File: config.mk
export PLATFORM = sky130hd
export DESIGN_NAME = uart_rx_oversample
export DESIGN_NICKNAME = d
export VERILOG_FILES = /design/src/rtl/uart_rx_oversample.sv
export SDC_FILE = /design/constraint.sdc
export NUM_CORES = 1
export LEC_CHECK = 0
export ABC_AREA = 1
export BUFFER_PORTS_ARGS = -buffer_cell sky130_fd_sc_hd__buf_2
export CAP_MARGIN = 30
export CORE_MARGIN = 5
export CORE_UTILIZATION = 57
export DETAILED_ROUTE_END_ITERATION = 6
export MAX_ROUTING_LAYER = met4
export PLACE_DENSITY = 0.85
export REMOVE_ABC_BUFFERS = 1
export SLEW_MARGIN = 20
export SYNTH_ARGS = -nofsm -noshare
export SYNTH_HDL_FRONTEND = slang
export SYNTH_SLANG_ARGS = --single-unit
File: constraint.sdc
create_clock -name clk -period 1.93 [get_ports clk]
set_input_delay 0.193 -clock clk [delete_from_list [all_inputs] [get_ports clk]]
set_output_delay 0.193 -clock clk [all_outputs]
set_load 0.01 [all_outputs]
File: src/rtl/uart_rx_oversample.sv
// Oversampling 8N1 UART receiver with a valid/ready byte output.
// Define UART_RX_PARITY_EN for 8E1 frames; this adds a parity check and the parity_err port.
module uart_rx_oversample #(
    parameter int unsigned CLK_FREQ   = 100_000_000,
    parameter int unsigned BAUD_RATE  = 115200,
    parameter int unsigned OVERSAMPLE = 16
) (
    input  logic       clk,
    input  logic       rst_n,
    input  logic       rx,
    output logic [7:0] data,
    output logic       valid,
    input  logic       ready,
    output logic       busy,
    output logic       frame_err,
`ifdef UART_RX_PARITY_EN
    output logic       overrun,
    output logic       parity_err
`else
    output logic       overrun
`endif
);

    localparam int unsigned Div   = CLK_FREQ / (BAUD_RATE * OVERSAMPLE);
    localparam int unsigned TickW = (Div > 1) ? $clog2(Div) : 1;
    localparam int unsigned SampW = $clog2(OVERSAMPLE);

    localparam logic [TickW-1:0] TickLast = TickW'(Div - 1);
    localparam logic [SampW-1:0] HalfLast = SampW'(OVERSAMPLE / 2 - 1);
    localparam logic [SampW-1:0] FullLast = SampW'(OVERSAMPLE - 1);

`ifdef UART_RX_PARITY_EN
    typedef enum logic [2:0] {StIdle, StStart, StData, StParity, StStop} stateT;
`else
    typedef enum logic [2:0] {StIdle, StStart, StData, StStop} stateT;
`endif

    stateT            stateQ, stateD;
    logic             rxMetaQ, rxSQ;
    logic [TickW-1:0] tickCntQ, tickCntD;
    logic [SampW-1:0] sampCntQ, sampCntD;
    logic [2:0]       bitCntQ, bitCntD;
    logic [7:0]       shiftQ, shiftD;
    logic             armedQ, armedD;
    logic [7:0]       dataQ, dataD;
    logic             validQ, validD;
    logic             frameErrQ, frameErrD;
    logic             overrunQ, overrunD;
    logic             tick;
    logic             commit;
`ifdef UART_RX_PARITY_EN
    logic             parBadQ, parBadD;
    logic             parityErrQ, parityErrD;
`endif

    always_ff @(posedge clk) begin
        if (!rst_n) begin
            rxMetaQ   <= 1'b1;
            rxSQ      <= 1'b1;
            stateQ    <= StIdle;
            tickCntQ  <= '0;
            sampCntQ  <= '0;
            bitCntQ   <= '0;
            shiftQ    <= '0;
            armedQ    <= 1'b0;
            dataQ     <= 8'h00;
            validQ    <= 1'b0;
            frameErrQ <= 1'b0;
            overrunQ  <= 1'b0;
`ifdef UART_RX_PARITY_EN
            parBadQ    <= 1'b0;
            parityErrQ <= 1'b0;
`endif
        end else begin
            rxMetaQ   <= rx;
            rxSQ      <= rxMetaQ;
            stateQ    <= stateD;
            tickCntQ  <= tickCntD;
            sampCntQ  <= sampCntD;
            bitCntQ   <= bitCntD;
            shiftQ    <= shiftD;
            armedQ    <= armedD;
            dataQ     <= dataD;
            validQ    <= validD;
            frameErrQ <= frameErrD;
            overrunQ  <= overrunD;
`ifdef UART_RX_PARITY_EN
            parBadQ    <= parBadD;
            parityErrQ <= parityErrD;
`endif
        end
    end

    assign tick = (tickCntQ == TickLast);

    always_comb begin
        stateD    = stateQ;
        sampCntD  = sampCntQ;
        bitCntD   = bitCntQ;
        shiftD    = shiftQ;
        armedD    = armedQ;
        dataD     = dataQ;
        validD    = validQ;
        frameErrD = 1'b0;
        overrunD  = 1'b0;
        commit    = 1'b0;
`ifdef UART_RX_PARITY_EN
        parBadD    = parBadQ;
        parityErrD = 1'b0;
`endif

        // Tick phase restarts from the start edge so samples land mid-bit.
        if (stateQ == StIdle) begin
            tickCntD = '0;
        end else if (tick) begin
            tickCntD = '0;
        end else begin
            tickCntD = tickCntQ + TickW'(1);
        end

        if (validQ && ready) begin
            validD = 1'b0;
        end

        case (stateQ)
            StIdle: begin
                sampCntD = '0;
                bitCntD  = '0;
                if (rxSQ) begin
                    armedD = 1'b1;
                end
                if (armedQ && !rxSQ) begin
                    stateD = StStart;
                    armedD = 1'b0;
                end
            end
            StStart: begin
                if (tick) begin
                    if (sampCntQ == HalfLast) begin
                        sampCntD = '0;
                        stateD   = rxSQ ? StIdle : StData;
                    end else begin
                        sampCntD = sampCntQ + SampW'(1);
                    end
                end
            end
            StData: begin
                if (tick) begin
                    if (sampCntQ == FullLast) begin
                        sampCntD = '0;
                        shiftD   = {rxSQ, shiftQ[7:1]};
                        bitCntD  = bitCntQ + 3'd1;
                        if (bitCntQ == 3'd7) begin
`ifdef UART_RX_PARITY_EN
                            stateD = StParity;
`else
                            stateD = StStop;
`endif
                        end
                    end else begin
                        sampCntD = sampCntQ + SampW'(1);
                    end
                end
            end
`ifdef UART_RX_PARITY_EN
            StParity: begin
                if (tick) begin
                    if (sampCntQ == FullLast) begin
                        sampCntD = '0;
                        parBadD  = (rxSQ != ^shiftQ);
                        stateD   = StStop;
                    end else begin
                        sampCntD = sampCntQ + SampW'(1);
                    end
                end
            end
`endif
            StStop: begin
                if (tick) begin
                    if (sampCntQ == FullLast) begin
                        sampCntD = '0;
                        stateD   = StIdle;
                        if (rxSQ) begin
                            // A high stop bit doubles as the idle level for the next frame.
                            armedD = 1'b1;
`ifdef UART_RX_PARITY_EN
                            if (parBadQ) begin
                                parityErrD = 1'b1;
                            end else begin
                                commit = 1'b1;
                            end
`else
                            commit = 1'b1;
`endif
                        end else begin
                            frameErrD = 1'b1;
                        end
                    end else begin
                        sampCntD = sampCntQ + SampW'(1);
                    end
                end
            end
            default: begin
                stateD = StIdle;
            end
        endcase

        if (commit) begin
            if (!validQ || ready) begin
                dataD  = shiftQ;
                validD = 1'b1;
            end else begin
                overrunD = 1'b1;
            end
        end
    end

    assign data      = dataQ;
    assign valid     = validQ;
    assign busy      = (stateQ != StIdle);
    assign frame_err = frameErrQ;
    assign overrun   = overrunQ;
`ifdef UART_RX_PARITY_EN
    assign parity_err = parityErrQ;
`endif

endmodule

# [After elaboration in Yosys (flattened, before gate mapping)]
# Index checks and enable logic that the tools add are counted.
[totals] register_bits=38 in_bits=4 output_inout_bits=12 word_cells=84
[op_classes] n_addsub=3 n_eq_ne=16 n_mux=32 bitwise=1 n_reduce_logical=20
[op_table] operator="2-to-1 mux 3 bit" n=10
[op_table] operator="2-to-1 mux 4 bit" n=4
[op_table] operator="!= test 2 bit (second input constant)" n=7
[op_table] operator="2-to-1 mux 1 bit" n=13
[op_table] operator="one-hot mux 3 bit (4 select lines)" n=1
[op_table] operator="one-hot mux 4 bit (3 select lines)" n=1
[op_table] operator="AND reduction 3 bit" n=4
[op_table] operator="AND reduction 8 bit" n=1
[op_table] operator="adder 6 x 1 -> 6 bit (second input constant)" n=1
[op_table] operator="equality test 3 x 2 -> 1 bit (second input constant)" n=2
[op_table] operator="equality test 6 bit (second input constant)" n=1
[op_table] operator="one-hot mux 3 bit (2 select lines)" n=1
[op_table] operator="nonzero test 3 bit" n=2
[op_table] operator="adder 4 x 1 -> 4 bit (second input constant)" n=1
[op_table] operator="equality test 4 x 3 -> 1 bit (second input constant)" n=1
[op_table] operator="equality test 4 bit (second input constant)" n=1
[op_table] operator="!= test 2 x 1 -> 1 bit (second input constant)" n=2
[op_table] operator="AND reduction 2 bit" n=2
[op_table] operator="AND reduction 4 bit" n=1
[op_table] operator="nonzero test 2 bit" n=2
[op_table] operator="adder 3 x 1 -> 3 bit (second input constant)" n=1
[op_table] operator="equality test 3 x 1 -> 1 bit (second input constant)" n=1
[op_table] operator="equality test 3 bit (second input constant)" n=1
[op_table] operator="logical NOT 3 bit" n=1
[op_table] operator="8 further kinds" n=10

# [Depth between registers and ports, before layout]
[depth] word_depth=5 depth_mapped=12 ltp_nobuf=11

# [Least setup slack after synthesis]
# Ideal clock, no wire load.
[synth_timing] path_kind="reg-to-reg" start="register sampCntQ[0]" end="register dataQ[0] (netlist: data[0])" setup_time_ns=0.143 arrival_time_ns=1.235 required_time_ns=1.787 path_slack_ns=0.552 path_stages_with_launch=9 n_path_buf=0 period_less_slack_ns=1.378 cell_sequence="dfxtp_1 > ha_1 > nand3_2 > inv_1 > nand2_2 > nor2_8 > nand3_4 > nand2_1 > a21oi_1"
[synth_via] elab_chain_len=5
[synth_rtl] item="start, declared" line="41" rtl="logic [SampW-1:0] sampCntQ, sampCntD;"
[synth_rtl] item="start signal, assigned" line="79" rtl="sampCntQ <= sampCntD;"
[synth_rtl] item="equality test 4 bit" line="180" rtl="if (sampCntQ == FullLast) begin"
[synth_rtl] item="2-to-1 mux 1 bit" line="180"
[synth_rtl] item="2-to-1 mux 1 bit" line="179" rtl="if (tick) begin"
[synth_rtl] item="2-to-1 mux 1 bit" line="125" rtl="case (stateQ)"
[synth_rtl] item="AND reduction 2 bit (no line)"
[synth_rtl] item="end signal, assigned" line="83" rtl="dataQ <= dataD;"
[synth_rtl] item="end, declared" line="45" rtl="logic [7:0] dataQ, dataD;"
# Every way passes these cells.
# A chain may end at the register's enable or synchronous reset.

# [Worst setup path in the final report]
[layout_timing] start="register tickCntQ[1]" end="register bitCntQ[0]"
[layout_via] elab_chain_len=3
[layout_rtl] item="start, declared" line="40" rtl="logic [TickW-1:0] tickCntQ, tickCntD;"
[layout_rtl] item="start signal, assigned" line="78" rtl="tickCntQ <= tickCntD;"
[layout_rtl] item="equality test 6 bit" line="94" rtl="assign tick = (tickCntQ == TickLast);"
[layout_rtl] item="!= test 2 bit (no line)"
[layout_rtl] item="AND reduction 3 bit (no line)"
[layout_rtl] item="end signal, assigned" line="80" rtl="bitCntQ <= bitCntD;"
[layout_rtl] item="end, declared" line="42" rtl="logic [2:0] bitCntQ, bitCntD;"
# Every way passes these cells.

==> reports/metrics.yaml <==
synthesis:
  ys_warn_count: 0
  synth-edff-count: 0
  netlist_instances: 211
  yosysSeqAreaShare_pct: 44.54
  synth_top_area_share_pct: 44.54
  synthTopCellsByArea: "dfxtp_1, nand2_1, a21oi_2, nor2_1, a21oi_1"
  synthArstFlopShare_pct: 0
  ys_ff_latch: 37
  netlist_area_sq_mm: 0.001663
  ys_types: 28
  avgSynthCellArea_sq_um: 7.881
  synth_common_cells: "nand2_1, dfxtp_1, nor2_1, inv_1, a21oi_1"
  ys.flop_type: "dfxtp_1"
  synth_area_leader_cell: "dfxtp_1"
  yosysMostFrequentCell: "nand2_1"
die:
  ios: 16
  dieArea_sq_mm: 0.004097
  die_w_um: 64.01
  core_area_sq_mm: 0.002781
  rows: 19
  die_h_um: 64.01
  floorplan.initialDensity_pct: 59.78
timing:
  slew_headroom_pct: 72.48
  tns_ns: 0
  rsz0062_at_grt: "false"
  maxSlewViolCount: 0
  period_needed_ns: 1.611
  setup_viol: 0
  whs_ns: 0.03869
  clock_skew_ns: 0.007101
  max_freq_mhz: 620.6
  finalWorstSetupSlack_ns: 0.3187
  post-route-period-util_pct: 83.49
  tightest_slew_ns: 0.4124
  hold_viol: 0
flow_run:
  maxCapViolations: 0
layout:
  final_nets: 237
  num_antenna_cells: 0
  syn2layout_area_growth_pct: 8.277
  fillCellCount: 246
  fin_cells: 259
  drive_gt1_share_pct: 21.05
setup_path:
  start_kind: "flop"
  cp-end-kind: "flop"
  crit_arrival_ns: 1.85
  criticalPathCategory: "reg -> reg"
  critPathRequiredTime_ns: 2.17
  path_max_fanout: 11
drt:
  drt_drc_violations_left: 0
  firstDrtPassIters: 4
  wl_um: 2802
  drt_iter0_drc: 81
  viasPerCell: 5.197
  wl_per_cell_um: 10.82
  num_vias: 1346
  final_antenna_net_count: 0
cts:
  cts.sinks: 37
  cts_resized: 0
  post-cts-setup-buffers: 0
  insertion_delay_ns: 0.34
  cts_tree: "yes"
  postCtsHoldBufs: 0
  htree_num_levels: 2
  clk_path_buf_depth: 2
  clockRootBuffer: "clkbuf_4"
  clk_pin_slew_ns: 0.10
  numCtsBuffers: 5
global_route:
  grt_pass1_wl_um: 4954
  grtUsageTotal_pct: 15.47
  grt_start_max_net_pins: 18
  grt_pass1_vias: 1136
  antenna_found_initial: 0
  grt-ovfl-total: 0
status:
  status: "finished, final reports clean"
place:
  routabilityCongestion: 0.8494
  hpwl_um: 2109
  pre_cts_ws_ns: 0.3324
  io_buffers: 15
  dpl.cell_count: 252
pwr:
  ir_drop_v: 0.0006349
  total_power_uw: 1338
  power_density_mw_per_mm2: 743.4
  leakage_uw: 0.0007596
min_path:
  hold_path_class: "in -> reg"
## final timing paths
check / startpoint / to / slack (ns) / cells after the start
min reg2reg: rxMetaQ / rxSQ / 0.42 / 1
min: rx / rxMetaQ / 0.04 / 2
max: tickCntQ[1] / bitCntQ[0] / 0.32 / 10
max reg2reg: tickCntQ[1] / bitCntQ[0] / 0.32 / 10
## critical path: stages, from the launching register on
cell and delay, ns:
dfxtp_1 0.36, inv_1 0.05, ha_1 0.16, nand2_1 0.06, inv_1 0.04, nand2_2 0.23
nor2_2 0.09, nand2_4 0.11, clkinv_2 0.16, o21ai_0 0.19, nor2_1 0.05
## logic make-up (layout without fill, tap and decap cells)
family / after synthesis / after routing / synth area share, %
DFF: 37 / 37 / 44.54
buffers and inverters: 25 / 42 / 6.921
and+or+nand+nor: 108 / 108 / 31.30
xor gates and xnor gates: 1 / 1 / 0.5268
adders and majority gates: 5 / 5 / 3.762
AOI/OAI and AO/OA: 35 / 35 / 12.94
## report_power, final
part	internal, uW	total, uW	switching, uW
combinational	44.2	135	91.0
clock	170	409	238
sequential	778	795	16.4
## routing by layer
layer | share of wire [%] | up-vias | global-route usage, % | routed length [um]
met2 | 44 | 23 | 22.86 | 1219
met1 | 50 | 596 | 19.89 | 1414
met5 | 0 | - | - | 0
met3 | 4.1 | 6 | 4.203 | 115
li1 | - | 721 | - | -
met4 | 1.9 | 0 | 6.234 | 53
## final cells by class
cell class | instances | area [sq um] | share of cell area, %
Inverter | 19 | 72.57 | 4.031
Clock buffer | 6 | 51.30 | 2.849
Timing Repair Buffer | 16 | 82.58 | 4.587
Clock inverter | 1 | 7.507 | 0.4170
Sequential cell | 37 | 740.7 | 41.14
Tap cell | 31 | 38.79 | 2.154
Multi-Input combinational cell | 149 | 807.0 | 44.82
## sequential cells by signal (all words and copies together), names as in the netlist
name and count:
data 8, rxSQ 1, frame_err 1, valid 1
shiftQ 8, armedQ 1, overrun 1, bitCntQ 3
rxMetaQ 1, stateQ 2, sampCntQ 4, tickCntQ 6
## through the flow
stage,utilization [%],area [sq um]
after CTS,64.73,1800
after global placement,62.62,1742
after detailed placement,62.62,1742
final,64.73,1800
after global routing,64.73,1800
after floorplan,-,1620
## placed cells by master, fill, tap and decap left out, drive strengths merged, types with 2 or more instances in the layout
cell type / instances
a21oi: 26
buf: 16
clkbuf: 6
dfxtp: 37
ha: 5
inv: 18
nand2: 56
nand3: 10
nand4: 10
nor2: 26
nor3b: 2
o21ai: 8
or2: 2
No activity file was read; power rests on OpenSTA's default activity.
